$ cat config.mk
export PLATFORM = sky130hd
export DESIGN_NAME = multi_gated_clk_ctrl
export DESIGN_NICKNAME = d
export VERILOG_FILES = /design/src/rtl/multi_gated_clk_ctrl.sv
export SDC_FILE = /design/constraint.sdc
export NUM_CORES = 1
export LEC_CHECK = 0
export ABC_AREA = 1
export CORE_ASPECT_RATIO = 1.5
export CORE_MARGIN = 1.5
export CORE_UTILIZATION = 45
export DETAILED_ROUTE_END_ITERATION = 7
export PLACE_DENSITY = 0.66
export SLEW_MARGIN = 20
export SYNTH_ARGS = -nofsm -noshare
export SYNTH_HDL_FRONTEND = slang
export SYNTH_SLANG_ARGS = --single-unit
$ cat constraint.sdc
create_clock -name clk_in -period 1.4 [get_ports clk_in]
set_input_delay 0.14 -clock clk_in [delete_from_list [all_inputs] [get_ports clk_in]]
set_output_delay 0.14 -clock clk_in [all_outputs]
set_load 0.01 [all_outputs]
$ cat src/rtl/multi_gated_clk_ctrl.sv
// N-channel clock-gate controller: per-channel OFF/WAKE/ON/HOLD FSM with wake-up
// ack delay and idle hysteresis, driving a latch-based gate cell per channel.
//   state | meaning
//   OFF   | gate closed, ack low
//   WAKE  | gate open, clock running for WAKE_CYC cycles before ack
//   ON    | gate open, ack high, request active
//   HOLD  | gate open, ack high, idle countdown after request dropped
module multi_gated_clk_ctrl #(
    parameter int NUM_CH   = 4,
    parameter int CNT_W    = 8,
    parameter int WAKE_CYC = 2,
    parameter int IDLE_CYC = 16
) (
    input  logic              clk_in,
    input  logic              rst,
    input  logic              global_en,
    input  logic [NUM_CH-1:0] module_en,
    input  logic [NUM_CH-1:0] local_en,
    input  logic [NUM_CH-1:0] external_en,
    input  logic              pad_yy_test_mode,
    input  logic              pad_yy_gate_clk_en_b,
    output logic [NUM_CH-1:0] clk_out,
    output logic [NUM_CH-1:0] clk_ack,
    output logic [NUM_CH-1:0] clk_gate_en
);

    localparam logic [1:0] ST_OFF  = 2'd0;
    localparam logic [1:0] ST_WAKE = 2'd1;
    localparam logic [1:0] ST_ON   = 2'd2;
    localparam logic [1:0] ST_HOLD = 2'd3;

    localparam logic [CNT_W-1:0] WAKE_LD = (WAKE_CYC > 0) ? CNT_W'(WAKE_CYC - 1) : '0;
    localparam logic [CNT_W-1:0] IDLE_LD = (IDLE_CYC > 0) ? CNT_W'(IDLE_CYC - 1) : '0;

`ifndef FPGA
    logic se;
    assign se = pad_yy_test_mode | pad_yy_gate_clk_en_b;
`endif

    for (genvar i = 0; i < NUM_CH; i++) begin : g_ch
        logic [1:0]       state_q, state_d;
        logic [CNT_W-1:0] cnt_q, cnt_d;
        logic             req;

        assign req = (global_en & (module_en[i] | local_en[i])) | external_en[i];

        always_comb begin
            state_d = state_q;
            cnt_d   = cnt_q;
            case (state_q)
                ST_OFF: begin
                    if (req) begin
                        if (WAKE_CYC > 0) begin
                            state_d = ST_WAKE;
                            cnt_d   = WAKE_LD;
                        end else begin
                            state_d = ST_ON;
                        end
                    end
                end
                // a dropped request is ignored here; wake always completes
                ST_WAKE: begin
                    if (cnt_q == '0) state_d = ST_ON;
                    else             cnt_d   = cnt_q - 1'b1;
                end
                ST_ON: begin
                    if (!req) begin
                        if (IDLE_CYC > 0) begin
                            state_d = ST_HOLD;
                            cnt_d   = IDLE_LD;
                        end else begin
                            state_d = ST_OFF;
                        end
                    end
                end
                ST_HOLD: begin
                    if (req)                state_d = ST_ON;
                    else if (cnt_q == '0)   state_d = ST_OFF;
                    else                    cnt_d   = cnt_q - 1'b1;
                end
                default: state_d = ST_OFF;
            endcase
        end

        always_ff @(posedge clk_in or posedge rst) begin
            if (rst) begin
                state_q <= ST_OFF;
                cnt_q   <= '0;
            end else begin
                state_q <= state_d;
                cnt_q   <= cnt_d;
            end
        end

        assign clk_gate_en[i] = (state_q != ST_OFF);
        assign clk_ack[i]     = (state_q == ST_ON) || (state_q == ST_HOLD);

`ifdef FPGA
        assign clk_out[i] = clk_in;
`else
        // latch is transparent while clk_in is low so the enable cannot glitch the high phase
        logic en_lat;
        always_latch begin
            if (!clk_in) en_lat = clk_gate_en[i] | se;
        end
        assign clk_out[i] = clk_in & en_lat;
`endif
    end

endmodule

# After elaboration in Yosys (flattened, before gate mapping)
# Index checks and enable logic that the tools add are counted.
# word_totals
ff_bits,40
latchBits,4
in_bits,17
wordCells,141
# classes
add_sub_neg,4
eq_ne,32
n_mux,48
bitwise,21
n_reduce_logical,24
# ops
op,n
2-to-1 mux 8 bit,16
one-hot mux 8 bit (4 select lines),4
2-to-1 mux 2 bit,20
zero test 8 bit,4
"inequality test 2 bit, second input constant",16
one-hot mux 2 bit (4 select lines),4
"subtractor 8 x 1 -> 8 bit, second input constant",4
"== test 2 bit, second input constant",8
AND reduction 4 bit,4
bitwise OR 1 bit,13
"inequality test 3 bit, second input constant",4
AND reduction 3 bit,4
bitwise AND 1 bit,8
"== test 2 x 1 -> 1 bit, second input constant",4
zero test 2 bit,4
nonzero test 2 bit,4
logical OR 1 bit,4
2-to-1 mux 1 bit,4

# Longest topological paths before layout
# Gate-level depths: netlist (run 1).
# depth
ltp_word,5
depth_mapped,9

==> flow_metrics.env, run 1 <==
export IMPL_syn_avg_cell_area_um2=6.80
export IMPL_die_w_um=67.0
export IMPL_core_box_area_um2=5870
export IMPL_gpl_final_weighted_congestion=0.831
export IMPL_cts_reportedPaths_clkPinSlew_ns=0.09
export IMPL_yosys_area_top_type="sky130_fd_sc_hd__dfrtp_1"
export IMPL_timing_critical_path_to="clk_out[2]"
export IMPL_run_status="finished with violations"
export IMPL_setup_viol=8
export IMPL_fin_util_pct=64.9
export IMPL_hold_worst_slack_ns=0.0820
export IMPL_post_synth_top_cells="sky130_fd_sc_hd__nand2_1 (145), sky130_fd_sc_hd__inv_1 (59), sky130_fd_sc_hd__dfrtp_1 (40), sky130_fd_sc_hd__nor2_1 (35), sky130_fd_sc_hd__nand3_1 (32)"
export IMPL_synthesis_yosys_warnings=0
export IMPL_hold_violations=0
export IMPL_grt_pass1_wl_um=10800
export IMPL_syn_area_um2=2760
export IMPL_skew_ns=0.00989
export IMPL_worst_endpoint_required_ns=1.26
export IMPL_grt_overflow_total=0
export IMPL_synthArstFlopShare_pct=90.9
export IMPL_dr_first_iter_drc_count=130
export IMPL_dpl_instance_area_um2=3410
export IMPL_drt_wl_total_um=6540
export IMPL_cp_data_arrival_time_ns=1.72
export IMPL_area_delta_synth_final_pct=38.1
export IMPL_die_area_um2=6630
export IMPL_synthDominantCellAreaShare_pct=36.2
export IMPL_drt_antenna_violating_nets=0
export IMPL_vdd_ir_drop_worst_mv=1.17
export IMPL_setup_worst_path_start="g_ch[2].en_lat$_DLATCH_N_"
export IMPL_cp_cell_sequence="nand2_1 -> inv_1 -> buf_6"
export IMPL_initial_utilization_pct=47.0
export IMPL_grt_antenna_before_repair=0
export IMPL_worst_r2r_startpoint="g_ch[3].state_q[1]$_DFFE_PP0P_"
export IMPL_slew_violations=0
export IMPL_drive_gt1_share_pct=25.6
export IMPL_design_area_um2=3810
export IMPL_worst_path_max_delay_cell="sky130_fd_sc_hd__dlxtn_1"
export IMPL_die_h_um=98.9
export IMPL_core_rowCount=34
export IMPL_drt_pass1_iter_count=7
export IMPL_rsz0062_at_grt="true"
export IMPL_type_of_the_tightest_min_delay_check="input pin to asynchronous set/reset pin"
export IMPL_grt_max_degree=41
export IMPL_synth_enable_flop_cells=0
export IMPL_switching_power_mw=4.13
export IMPL_p_comb_share_pct=58.2
export IMPL_worstRegToRegCells=4
export IMPL_p_leak_nw=2.01
export IMPL_power_density_nw_per_um2=2460
export IMPL_dpl_hpwl_um=4470
export IMPL_pin_count=29
export IMPL_failing_checks="setup timing"
export IMPL_clock_insertion_delay_worst_skew_ns=0.40
export IMPL_n_antenna_cell=0
export IMPL_rrSetupSlack_ns=0
export IMPL_max_slew_worst_pin_slew_ns=0.297
export IMPL_total_power_mw=9.38
export IMPL_netSwitchingFraction_pct=44.0
export IMPL_fin_cells=568
export IMPL_regToRegEndpoint="g_ch[3].en_lat$_DLATCH_N_"
export IMPL_placed_cells=540
export IMPL_setup_worst_path_end_class="primary output"
export IMPL_synthCells=406
export IMPL_seq_pwr_share_pct=23.7
export IMPL_dp_slack_ns=-0.495
export IMPL_p_clk_share_pct=18.2
export IMPL_cts_hold_buf=0
export IMPL_synth_most_common_cell="sky130_fd_sc_hd__nand2_1"
export IMPL_synth_area_top_cells="sky130_fd_sc_hd__dfrtp_1 (36%), sky130_fd_sc_hd__nand2_1 (20%), sky130_fd_sc_hd__inv_1 (8.0%), sky130_fd_sc_hd__nand3_1 (5.8%), sky130_fd_sc_hd__nor2_1 (4.8%)"
export IMPL_filler_cells=542
export IMPL_synth_net_count=431
export IMPL_p_int_mw=5.26
export IMPL_synth_cell_type_count=19
export IMPL_placement_io_buffers=28
export IMPL_drv_cap=0
export IMPL_critPathKind="latch to primary output"
export IMPL_timing_max_slew_rel_slack_pct=80.0
export IMPL_post_route_drc_count=0
export IMPL_final_setup_worst_slack_ns=-0.462
export IMPL_setup_tns_final_ns=-1.80
export IMPL_final_nets=519
export IMPL_first_global_vias=2673
export IMPL_synth_seq_cells=44
export IMPL_routed_via_count=2772
export IMPL_critical_path_max_fanout=1
export IMPL_synth_flop_cell="sky130_fd_sc_hd__dfrtp_1"
export IMPL_track_usage_pct=21.3
export IMPL_critical_path_max_stage_delay_ns=0.39
export IMPL_tritoncts="done"
export IMPL_avgRoutedWirePerCell_um=11.5
export IMPL_post_drt_via_cell_ratio=4.88
export IMPL_startpoint_type="latch"
-- worst max-delay path, delay by kind of cell (launching register included) --
family	cells	cell delay, ns
latches	1	0.39
buffers and inverters	2	0.16
and+or+nand+nor	1	0.05
-- power groups by stage --
stage	Sequential, mW	Combinational [mW]	Clock (mW)
6_report	2.22	5.46	1.70
5_1_grt	2.30	6.16	1.84
4_1_cts	2.19	5.03	1.70
3_5_place_dp	2.21	4.77	0.374
3_3_place_gp	2.20	4.67	0.374
2_1_floorplan	2.21	3.15	0.158
-- state kept, by name, summed over array words and instances (netlist names) --
register,count
g_ch.cnt_q,32
g_ch.en_lat,4
g_ch.state_q,8
-- area by class of cell --
type / instances / area [um2] / share of cell area (%)
Inverter: 57 / 216 / 5.68
Tap cell: 72 / 90.1 / 2.36
Clock buffer: 15 / 164 / 4.30
Multi-Input combinational cell: 290 / 1490 / 39.0
Sequential cell: 44 / 1070 / 28.0
Timing Repair Buffer: 84 / 739 / 19.4
Clock inverter: 6 / 50.0 / 1.31
-- layer usage --
layer / vias up / track usage [%] / share of wire, %
li1: 1433 / - / -
met1: 1255 / 22.3 / 40
met2: 73 / 37.9 / 53
met3: 11 / 6.85 / 5.0
met4: 0 / 8.79 / 1.6
met5: - / 0 / 0
-- worst min path at each step --
stage,slack (ns),depth (start not counted),endpoint
after CTS,0.09,3,g_ch[2].cnt_q[7]$_DFFE_PP0P_
after global placement,0.50,2,g_ch[1].cnt_q[7]$_DFFE_PP0P_
after detailed placement,0.51,2,g_ch[3].cnt_q[7]$_DFFE_PP0P_
after global routing,0.12,3,g_ch[2].cnt_q[7]$_DFFE_PP0P_
final,0.08,3,g_ch[3].cnt_q[2]$_DFFE_PP0P_
after floorplan,0.25,2,clk_out[0]
-- what timing repair did --
action | CTS | global route
endpoints found under the setup margin | 20 | 41
setup buffers | 10 | 4
pin swaps | 8 | 13
gates cloned | 0 | 1
resized for setup | 39 | 48
-- cell usage in the layout (no fill, tap or decap), drive strengths merged --
cell type / n
a21boi: 4
buf: 65
bufinv: 1
clkbuf: 14
clkdlybuf4s15: 2
clkdlybuf4s50: 16
clkinv: 1
dfrtp: 40
dlxtn: 4
dlygate4sd2: 2
ha: 8
inv: 61
nand2: 150
nand3: 37
nand4: 5
nor2: 42
o21ai: 38
xor2: 6
-- logic make-up after synthesis --
logic type	share of synthesized area [%]
buffers and inverters	12.1
and+or+nand+nor	35.6
adders and majority gates	3.62
xor gates and xnor gates	1.90
latches	2.17
DFF	36.2
AOI/OAI and AO/OA	8.38
Note: power is estimated with default switching activity, not from simulation.
==> inputs of run 2 (changes only) <==
--- a/config.mk
+++ b/config.mk
@@ -11,6 +11,7 @@
 export CORE_UTILIZATION = 45
 export DETAILED_ROUTE_END_ITERATION = 7
 export PLACE_DENSITY = 0.66
+export SETUP_SLACK_MARGIN = 0.4
 export SLEW_MARGIN = 20
 export SYNTH_ARGS = -nofsm -noshare
 export SYNTH_HDL_FRONTEND = slang
==> run 2 against run 1 <==
  * The run still ends with setup timing left
  * Register-to-register slack about the same
  * Sequential share of layout area decreased by 2.3 points
  * Cell area increased by 9.6%
  * Clock-buffer cell count decreased by 1
  * Worst setup slack improved by 0.0054 ns
  * Sequential power increased by 6%
  * Combinational power increased by 22%
  * Clock skew decreased by 0.0036 ns
  * Critical path depth unchanged
  * Hold slack got worse by 0.039 ns
  * Total power increased by 14%
  * Highest routed layer unchanged
==> flow_metrics.env, run 2 (synthesis gave the netlist of run 1 again) <==
export IMPL_run_status="finished with violations"
export IMPL_failing_checks="setup timing"
export IMPL_core_rowCount=34
export IMPL_total_power_mw=10.7
export IMPL_drive_gt1_share_pct=40.7
export IMPL_post_drt_via_cell_ratio=5.11
export IMPL_dpl_hpwl_um=4490
export IMPL_grt_max_degree=30
export IMPL_dr_first_iter_drc_count=186
export IMPL_switching_power_mw=4.89
export IMPL_first_global_vias=3001
export IMPL_setup_viol=8
export IMPL_p_clk_share_pct=15.7
export IMPL_timing_max_slew_rel_slack_pct=78.4
export IMPL_area_delta_synth_final_pct=51.4
export IMPL_die_w_um=67.0
export IMPL_max_slew_worst_pin_slew_ns=0.324
export IMPL_mostFrequentLayoutCells="sky130_fd_sc_hd__nand2_1 (105), sky130_fd_sc_hd__buf_4 (42), sky130_fd_sc_hd__inv_1 (39)"
export IMPL_cts_reportedPaths_clkPinSlew_ns=0.09
export IMPL_post_route_drc_count=0
export IMPL_drt_antenna_violating_nets=0
export IMPL_globalRouteMet1Util_pct=27.4
export IMPL_startpoint_type="latch"
export IMPL_grt_overflow_total=0
export IMPL_pin_count=29
export IMPL_drt_wl_total_um=7620
export IMPL_gpl_final_weighted_congestion=0.810
export IMPL_grt_util_met3_pct=7.08
export IMPL_vdd_ir_drop_worst_mv=1.41
export IMPL_critical_path_max_fanout=1
export IMPL_die_area_um2=6630
export IMPL_hold_worst_slack_ns=0.0425
export IMPL_p_int_mw=5.78
export IMPL_clock_insertion_delay_worst_skew_ns=0.40
export IMPL_globalRoute_busiestLayer="met2"
export IMPL_track_usage_pct=25.2
export IMPL_netSwitchingFraction_pct=45.9
export IMPL_seq_pwr_share_pct=22.0
export IMPL_cp_data_arrival_time_ns=1.72
export IMPL_die_h_um=98.9
export IMPL_rsz0062_at_grt="true"
export IMPL_register_name_with_the_most_flops="g_ch.cnt_q"
export IMPL_power_density_nw_per_um2=2550
export IMPL_skew_ns=0.00628
export IMPL_globalRouteMet2Util_pct=44.5
export IMPL_tritoncts="done"
export IMPL_hold_violations=0
export IMPL_type_of_the_tightest_min_delay_check="input pin to asynchronous set/reset pin"
export IMPL_grt_pass1_wl_um=12900
export IMPL_placement_io_buffers=28
export IMPL_routed_via_count=2927
export IMPL_largest_register_ff_count=32
export IMPL_setup_worst_path_end_class="primary output"
export IMPL_worst_endpoint_required_ns=1.26
export IMPL_core_box_area_um2=5870
export IMPL_p_comb_share_pct=62.3
export IMPL_n_antenna_cell=0
export IMPL_final_nets=525
export IMPL_drv_cap=0
export IMPL_layout_commonest_cell="sky130_fd_sc_hd__nand2_1"
export IMPL_final_setup_worst_slack_ns=-0.456
export IMPL_avgRoutedWirePerCell_um=13.3
export IMPL_grt_antenna_before_repair=0
export IMPL_cts_hold_buf=0
export IMPL_initial_utilization_pct=47.0
export IMPL_p_leak_nw=2.12
export IMPL_critPathKind="latch to primary output"
export IMPL_drt_pass1_iter_count=4
export IMPL_slew_violations=0
==> run 2: changes by cell type in the layout (fill, tap and decap cells not counted), moves of 7 or more <==
cell	previous run	this run
sky130_fd_sc_hd__nand2_4	2	9
sky130_fd_sc_hd__nand2_2	12	36
sky130_fd_sc_hd__inv_2	9	17
sky130_fd_sc_hd__o21ai_0	22	11
sky130_fd_sc_hd__inv_1	51	39
sky130_fd_sc_hd__buf_6	11	28
sky130_fd_sc_hd__nand2_1	136	105
==> run 2: power by group through the flow <==
stage | logic [mW] | registers [mW] | clock network (mW)
6_report | 6.65 | 2.35 | 1.67
5_1_grt | 7.38 | 2.42 | 1.82
4_1_cts | 5.82 | 2.34 | 1.72
3_5_place_dp | 4.40 | 2.39 | 0.409
3_3_place_gp | 4.33 | 2.38 | 0.409
2_1_floorplan | 3.46 | 2.26 | 0.194
==> run 2: area by class of cell <==
| cell class | count | area [um2] |
|---|---|---|
| fillers | 454 | 1690 |
| clock inverters | 6 | 25.0 |
| repair buffers | 88 | 820 |
| inverters | 57 | 228 |
| multi-input cells | 292 | 1760 |
| clock buffers | 14 | 183 |
| flip-flops and latches | 44 | 1070 |
| well taps | 72 | 90.1 |
==> run 2: per-layer routing <==
| layer | vias to the layer above | part of all wire [%] |
|---|---|---|
| li1 | 1452 | - |
| met1 | 1353 | 38 |
| met2 | 96 | 54 |
| met3 | 26 | 5.0 |
| met4 | 0 | 3.0 |
| met5 | - | 0 |
==> run 2: repair_timing <==
action	CTS	global route
setup buffers	33	11
cloned	3	0
resized for setup	113	54
hold endpoints to repair	0	0
setup endpoints to repair	60	60
pin swaps	29	24
==> run 2: through the flow <==
step	utilization, %	setup TNS (ns)	instances	setup slack [ns]	cell area, um2
after global placement	56.3	-5.89	514	-0.492	3310
after floorplan	-	0	406	0.0818	2880
final	71.2	-1.77	573	-0.456	4180
after global routing	71.2	-2.01	573	-0.496	4180
after CTS	67.3	-2.39	562	-0.469	3950
after detailed placement	56.3	-8.48	514	-0.508	3310
==> run 2: final timing paths <==
path	start	slack [ns]	end	cells after the start
worst max-delay path	g_ch[3].en_lat$_DLATCH_N_	-0.46	clk_out[3]	3
worst min-delay path	rst	0.04	g_ch[0].cnt_q[2]$_DFFE_PP0P_	2
worst max register to register	g_ch[2].state_q[0]$_DFFE_PP0P_	0	g_ch[2].en_lat$_DLATCH_N_	3
worst min register to register	g_ch[1].cnt_q[7]$_DFFE_PP0P_	0.53	g_ch[1].cnt_q[7]$_DFFE_PP0P_	2
max in group asynchronous	rst	0.89	g_ch[3].state_q[1]$_DFFE_PP0P_	3
min in group clk_in	external_en[3]	0.44	g_ch[3].state_q[1]$_DFFE_PP0P_	5
==> run 2: worst max-delay path, stage by stage, from the launching register on <==
cell	delay, ns
sky130_fd_sc_hd__dlxtn_2	0.41
sky130_fd_sc_hd__nand2_2	0.06
sky130_fd_sc_hd__inv_2	0.05
sky130_fd_sc_hd__buf_6	0.09
==> inputs of run 3 (changes only) <==
--- a/config.mk
+++ b/config.mk
@@ -10,7 +10,9 @@
 export CORE_MARGIN = 1.5
 export CORE_UTILIZATION = 45
 export DETAILED_ROUTE_END_ITERATION = 7
-export PLACE_DENSITY = 0.66
+export HOLD_SLACK_MARGIN = 0.12
+export MAX_ROUTING_LAYER = met4
+export PLACE_DENSITY = 0.68
 export SETUP_SLACK_MARGIN = 0.4
 export SLEW_MARGIN = 20
 export SYNTH_ARGS = -nofsm -noshare
==> constraint.sdc (replaced) <==
create_clock -name clk_in -period 1.55 [get_ports clk_in]
set_input_delay 0.155 -clock clk_in [delete_from_list [all_inputs] [get_ports clk_in]]
set_output_delay 0.155 -clock clk_in [all_outputs]
set_load 0.01 [all_outputs]
==> run 3 against run 2 <==
  * The flow still finishes with violations (setup timing)
  * Clock-buffer cell count is 1 higher
  * Sequential cell count is the same
  * Clock power is 11% lower
  * Global-route usage increased by 1.3 points
  * Non-clock buffer count unchanged
  * Sequential power decreased by 6%
  * Critical path type unchanged
  * Critical endpoint is now clk_out[0]
  * Largest power group unchanged
==> flow_metrics.env, run 3 (synthesis gave the netlist of run 1 again) <==
export IMPL_pin_count=29
export IMPL_n_antenna_cell=0
export IMPL_timing_max_slew_rel_slack_pct=78.1
export IMPL_placement_io_buffers=28
export IMPL_gpl_final_weighted_congestion=0.885
export IMPL_setup_worst_path_end_class="primary output"
export IMPL_drt_wl_total_um=7680
export IMPL_startpoint_type="latch"
export IMPL_p_clk_share_pct=15.2
export IMPL_avgRoutedWirePerCell_um=13.5
export IMPL_drv_cap=0
export IMPL_vdd_ir_drop_worst_mv=1.21
export IMPL_core_box_area_um2=5870
export IMPL_die_area_um2=6630
export IMPL_drt_pass1_iter_count=6
export IMPL_grt_pass1_wl_um=12900
export IMPL_dr_first_iter_drc_count=150
export IMPL_dpl_hpwl_um=4570
export IMPL_area_delta_synth_final_pct=52.2
export IMPL_drt_antenna_violating_nets=0
export IMPL_register_name_with_the_most_flops="g_ch.cnt_q"
export IMPL_post_drt_via_cell_ratio=5.08
export IMPL_fin_util_pct=71.6
export IMPL_skew_ns=0.00551
export IMPL_globalRouteMet1Util_pct=26.2
export IMPL_globalRoute_busiestLayer="met2"
export IMPL_seq_pwr_share_pct=22.8
export IMPL_routed_via_count=2893
export IMPL_p_int_mw=5.28
export IMPL_filler_cells=455
export IMPL_first_global_vias=3019
export IMPL_die_w_um=67.0
export IMPL_setup_tns_final_ns=-1.55
export IMPL_critPathKind="latch to primary output"
export IMPL_cts_reportedPaths_clkPinSlew_ns=0.08
export IMPL_post_route_drc_count=0
export IMPL_switching_power_mw=4.45
export IMPL_max_slew_worst_pin_slew_ns=0.329
export IMPL_clock_insertion_delay_worst_skew_ns=0.41
export IMPL_grt_overflow_total=0
export IMPL_hold_violations=0
export IMPL_layout_area_seq_um2=1080
export IMPL_largest_register_ff_count=32
export IMPL_run_status="finished with violations"
export IMPL_final_setup_worst_slack_ns=-0.397
export IMPL_grt_antenna_before_repair=0
export IMPL_rrSetupSlack_ns=0
export IMPL_initial_utilization_pct=47.0
export IMPL_netSwitchingFraction_pct=45.7
export IMPL_p_comb_share_pct=62.1
export IMPL_total_area_of_multi_input_combinational_cells_um2=1720
export IMPL_type_of_the_tightest_min_delay_check="input pin to register"
export IMPL_worst_endpoint_required_ns=1.39
export IMPL_drive_gt1_share_pct=42.0
export IMPL_final_nets=522
export IMPL_setup_viol=8
export IMPL_core_rowCount=34
export IMPL_cp_data_arrival_time_ns=1.79
export IMPL_p_leak_nw=2.15
export IMPL_total_power_mw=9.73
export IMPL_tritoncts="done"
export IMPL_failing_checks="setup timing"
export IMPL_mostFrequentLayoutCells="sky130_fd_sc_hd__nand2_1 (97), sky130_fd_sc_hd__nand2_2 (40), sky130_fd_sc_hd__inv_1 (39)"
export IMPL_track_usage_pct=26.5
export IMPL_grt_util_met3_pct=7.42
export IMPL_critical_path_max_fanout=1
export IMPL_grt_max_degree=36
export IMPL_globalRouteMet2Util_pct=45.2
export IMPL_layout_commonest_cell="sky130_fd_sc_hd__nand2_1"
export IMPL_power_density_nw_per_um2=2320
export IMPL_rsz0062_at_grt="true"
export IMPL_slew_violations=0
export IMPL_fin_cells=570
export IMPL_hold_worst_slack_ns=0.464
export IMPL_placed_cells=508
export IMPL_die_h_um=98.9
## run 3: cell count changes in the layout (fill, tap and decap cells not counted), moves of 4 or more
| cell | delta |
|---|---|
| sky130_fd_sc_hd__nand2_1 | -8 |
| sky130_fd_sc_hd__nand2_2 | +4 |
| sky130_fd_sc_hd__o21ai_2 | +4 |
| sky130_fd_sc_hd__nand2_4 | +4 |
| sky130_fd_sc_hd__buf_6 | +10 |
| sky130_fd_sc_hd__nand3_4 | -4 |
| sky130_fd_sc_hd__buf_4 | -12 |
## run 3: cell type report
class / instances / area share, %
multi-input combinational: 289 / 41.0
clock inverter: 5 / 0.476
sequential: 44 / 25.6
timing repair buffer: 88 / 21.2
inverter: 57 / 5.39
tap: 72 / 2.14
clock buffer: 15 / 4.20
## run 3: power by group through the flow
stage          registers [mW]  clock network, mW  logic (mW)
2_1_floorplan            2.04              0.175        3.10
3_3_place_gp             2.21              0.369        3.83
3_5_place_dp             2.23              0.369        3.95
4_1_cts                  2.18               1.50        5.41
5_1_grt                  2.28               1.60        6.70
6_report                 2.22               1.48        6.04
## run 3: worst paths after layout
kind,startpoint,to,depth (start not counted)
worst min-delay path,global_en,g_ch[3].state_q[0]$_DFFE_PP0P_,5
worst max register to register,g_ch[1].state_q[1]$_DFFE_PP0P_,g_ch[1].en_lat$_DLATCH_N_,4
worst min register to register,g_ch[3].cnt_q[7]$_DFFE_PP0P_,g_ch[3].cnt_q[7]$_DFFE_PP0P_,2
min in group asynchronous,rst,g_ch[0].state_q[1]$_DFFE_PP0P_,3
max in group asynchronous,rst,g_ch[3].cnt_q[5]$_DFFE_PP0P_,4
worst max-delay path,g_ch[0].en_lat$_DLATCH_N_,clk_out[0],3
## run 3: per-layer routing
layer,up-vias,part of all wire [%]
met3,24,3.6
li1,1435,-
met2,61,55
met1,1373,38
met5,-,0
met4,0,3.0
## run 3: timing repair
action | CTS | global route
resized for setup | 143 | 53
hold buffers | 1 | 0
buffers inserted | 38 | 11
endpoints found under the hold margin | 5 | 0
pin swaps | 24 | 17
setup endpoints to repair | 60 | 95
## run 3: critical path, cell delays in order, from the launching register on
cell                      delay, ns
sky130_fd_sc_hd__dlxtn_2       0.41
sky130_fd_sc_hd__nand2_2       0.05
sky130_fd_sc_hd__inv_2         0.05
sky130_fd_sc_hd__buf_6         0.09
## run 3: metrics by stage
step / worst slack (ns) / cell area, um2
floorplan: 0.142 / 2870
global placement: -0.348 / 3280
detailed placement: -0.350 / 3280
CTS: -0.420 / 3970
global route: -0.446 / 4200
finish: -0.397 / 4200
==> RTL change 1, RTL diff (config.mk and constraints of run 2) <==
The parameter `NUM_CH` goes from 4 to 6.
--- a/src/rtl/multi_gated_clk_ctrl.sv
+++ b/src/rtl/multi_gated_clk_ctrl.sv
@@ -6,7 +6,7 @@
 //   ON    | gate open, ack high, request active
 //   HOLD  | gate open, ack high, idle countdown after request dropped
 module multi_gated_clk_ctrl #(
-    parameter int NUM_CH   = 4,
+    parameter int NUM_CH   = 6,
     parameter int CNT_W    = 8,
     parameter int WAKE_CYC = 2,
     parameter int IDLE_CYC = 16
Ports: changed (6 resized); port bits go from 29 to 41. No check against the original RTL was run, so the function may have changed too.
==> RTL change 1 against run 2 <==
The run still ends with negative setup slack left. Sequential cell count grew 22. Area after synthesis grew 47%. Largest power group unchanged. Design area up 50%. Routed wire length up 45%. Total power up 58%. Setup slack worse by 0.040 ns. Sequential share of layout area down 0.12 points. Die area rose by 45%.
==> RTL change 1: results (changes against run 2) <==
| Metric | Value |
|---|---|
| PostCTS Resize Cnt | 178 (+58%) |
| Clock Skews | 0.00695 ns (+0.000672 ns) |
| XOR/XNOR share of the synthesized area | 1.72% (-0.18 points) |
| Largest net degree at the start of global routing | 61 (+100%) |
| Mapped Nets | 644 (+49%) |
| Vias per Instance | 5.11 (about the same) |
| Clock Pin Slew Worst Setup and Hold Paths | 0.06 ns (-0.03 ns) |
| Layout cell share with drive strength beyond 1 | 37.6% (-3.1 points) |
| Synthesized area per cell | 6.68 um^2 (-1.8%) |
| Final worst setup slack | -0.496 ns (-0.0401 ns) |
| Synth Area in Compound Gates | 7.54% (-0.84 points) |
| # setup viols final | 16 (+8) |
| Buffers on Ports | 40 (+43%) |
| Slowest CP cell | dlxtn_1 |
| WL final | 11,100 um (+45%) |
| Arrival time worst endpoint | 1.76 ns (+0.04 ns) |
| Filler cells | 645 (+42%) |
| Adder-cell share of the synthesized area | 3.69% (+0.067 points) |
| DR WL/cell | 12.9 um (-2.6%) |
| Netlist cell types | 25 (+6) |
| Violated checks | negative setup slack |
| Largest cells by area after synthesis | dfrtp_1 (37%), nand2_1 (19%), inv_1 (8.1%), nand3_1 (7.3%), nor2_1 (6.3%) |
| Sum Neg Setup Slack | -2.98 ns (-1.21 ns) |
| DP Worst Slack | -0.553 ns (-0.0448 ns) |
| Status | complete, but fails checks |
| Global-route wire length before repair | 17,400 um (+35%) |
| Met3 usage | 6.28% (-0.79 points) |
| Max VDD drop | 1.52 mV (+7.9%) |
| Number of post-CTS setup repair buffers | 29 (-12%) |
| Grt met2 use | 40.0% (-4.4 points) |
| Pre-antenna DRT Iters | 5 (+1) |
| Critical Path Max Stage Delay | 0.39 ns (-0.02 ns) |
| Nets | 774 (+47%) |
| GR Util All Layers | 23.5% (-1.7 points) |
| Post-Place Cells | 794 (+54%) |
| Clk_lat worst skew | 0.45 ns (+0.05 ns) |
| Largest register FFs | 48 (+50%) |
| Area after DPL | 0.00505 mm^2 (+53%) |
==> RTL change 1: path summary, 6_finish.rpt <==
check                                                 end  slack (ns)                    startpoint  cells after the start
min reg2reg                  g_ch[5].cnt_q[0]$_DFFE_PP0P_        0.50  g_ch[5].cnt_q[0]$_DFFE_PP0P_                      1
max in group asynchronous  g_ch[2].state_q[0]$_DFFE_PP0P_        0.99                           rst                      3
max reg2reg                  g_ch[3].cnt_q[3]$_DFFE_PP0P_       -0.01  g_ch[3].cnt_q[1]$_DFFE_PP0P_                      7
min                          g_ch[0].cnt_q[1]$_DFFE_PP0P_        0.12                           rst                      3
min in group clk_in        g_ch[1].state_q[1]$_DFFE_PP0P_        0.48                external_en[1]                      5
max                                            clk_out[4]       -0.50     g_ch[4].en_lat$_DLATCH_N_                      3
==> RTL change 1: power breakdown <==
group / switching (uW) / leakage (uW) / internal [uW]
clock network: 1320 / 0.000275 / 2240
registers: 846 / 0.000793 / 2700
logic: 5270 / 0.00205 / 4440
total: 7440 / 0.00312 / 9370
==> RTL change 1: routing by layer <==
| metal | up-vias | part of all wire, % |
|---|---|---|
| met5 | - | 0 |
| li1 | 2175 | - |
| met2 | 120 | 52 |
| met1 | 2044 | 40 |
| met3 | 26 | 6.0 |
| met4 | 0 | 2.1 |
==> RTL change 1: cell type report <==
class                           count  area (um^2)  area share [%]
Sequential cell                    66         1600            25.6
Timing Repair Buffer              123         1140            18.2
Clock inverter                     13         82.6            1.32
Clock buffer                       19          393            6.27
Multi-Input combinational cell    441         2580            41.2
Inverter                           82          327            5.21
Tap cell                          110          138            2.20
==> RTL change 1: worst reg2reg max path, cell delays in order (launching register included) <==
cell and delay (ns):
dfrtp_1 0.39, buf_4 0.15, nor2_1 0.23, nand2_1 0.15
nand2_1 0.08, nand2_1 0.05, a21oi_1 0.18, o21ai_2 0.08
==> RTL change 2, RTL diff (flow settings as in run 2) <==
Made on the original files. Make the reset (`rst`) synchronous in one clocked block.
--- a/src/rtl/multi_gated_clk_ctrl.sv
+++ b/src/rtl/multi_gated_clk_ctrl.sv
@@ -82,7 +82,7 @@
             endcase
         end
 
-        always_ff @(posedge clk_in or posedge rst) begin
+        always_ff @(posedge clk_in) begin
             if (rst) begin
                 state_q <= ST_OFF;
                 cnt_q   <= '0;
Check against the original RTL: not checked (the comparison handles one clock edge and no latches or derived clocks); the edit may change what the design does.
==> RTL change 2 against run 2 <==
The flow still finishes with violations (negative setup slack). Sequential cell count stayed put. Routed wire length is 1.9% higher. Global-route usage down 0.45 points. First-iteration DRC count decreased by 31%. Area after synthesis shrank 4.8%. Non-clock buffer count up 5. Register-to-register slack improved by 0.06 ns. Sequential share of layout area is 4.7 points lower. Design area rose by 2.8%. Total power up 19%. Via count grew 5.2%. Count of clock-buffer cells in the layout shrank 1. Setup slack got worse by 0.0050 ns. Critical endpoint is now clk_out[0]. Largest power group unchanged. Highest routed layer unchanged.
==> RTL change 2: results (changes against run 2) <==
| Metric | Value |
|---|---|
| FFs w/ async S/R, synth | 0% (-91 points) |
| Clock power frac | 12.5% (-3.2 points) |
| Vias per Instance | 5.11 (about the same) |
| Nets | 555 (+5.7%) |
| XOR/XNOR share of the synthesized area | 1.00% (-0.90 points) |
| Routed metal-1 wirelength | 3070 um (+6.9%) |
| Mapped Nets | 457 (+6.0%) |
| Largest net degree at the start of global routing | 20 (-33%) |
| Combinational power share | 69.6% (+7.3 points) |
| Layout cell share with drive strength beyond 1 | 48.5% (+7.8 points) |
| Synth Area in Compound Gates | 11.8% (+3.4 points) |
| Sum Neg Setup Slack | -1.95 ns (-0.175 ns) |
| GR Util All Layers | 24.8% (-0.45 points) |
| DP Worst Slack | -0.511 ns (-0.00289 ns) |
| Global-route wire length before repair | 12,400 um (-4.1%) |
| Area after DPL | 0.00338 mm^2 (+2.4%) |
| Grt met2 use | 42.3% (-2.2 points) |
| Status | complete, but fails checks |
| Violated checks | negative setup slack |
| Initial DRC Count | 129 (-31%) |
| Clock Skews | 0.00982 ns (+0.00354 ns) |
| Post-Place Cells | 567 (+10%) |
| Max VDD drop | 1.66 mV (+18%) |
| # setup viols final | 9 (+1) |
| WL final | 7760 um (+1.9%) |
| Top cells by count, synth | nand2_1 (119), nor2_1 (76), inv_1 (61) |
| Detailed Place HPWL | 4580 um (+2.1%) |
| Met3 usage | 5.70% (-1.4 points) |
| Leakage | 0.00206 uW (-2.8%) |
| Final worst setup slack | -0.461 ns (-0.00498 ns) |
| Vias in the first global route | 2,962 (-1.3%) |
| Hold WC Path Type | in2reg |
| Gate Count Post-Synth | 433 (+6.7%) |
| Netlist cell types | 25 (+6) |
[RTL change 2: worst paths after layout]
check,from,endpoint,slack (ns),cells past startpoint
setup / recovery,g_ch[0].en_lat$_DLATCH_N_,clk_out[0],-0.46,3
hold / removal,rst,g_ch[2].cnt_q[1]$_SDFFE_PP0P_,0.48,3
setup reg to reg,g_ch[3].state_q[1]$_SDFFE_PP0P_,g_ch[3].en_lat$_DLATCH_N_,0.06,3
hold reg to reg,g_ch[0].cnt_q[6]$_SDFFE_PP0P_,g_ch[0].cnt_q[6]$_SDFFE_PP0P_,0.48,2
[RTL change 2: layout make-up]
class                           count  area (um^2)
Inverter                           61          253
Clock inverter                      7         28.8
Tap cell                           70         87.6
Sequential cell                    44          903
Fill cell                         410         1230
Clock buffer                       13          169
Timing Repair Buffer               93          852
Multi-Input combinational cell    314         2010
[RTL change 2: repair_timing]
action / CTS / global route
setup buffers: 16 / 5
resized for setup: 137 / 94
cloned: 2 / 0
pin swaps: 22 / 42
setup endpoints to repair: 60 / 60
hold buffers: 0 / 0
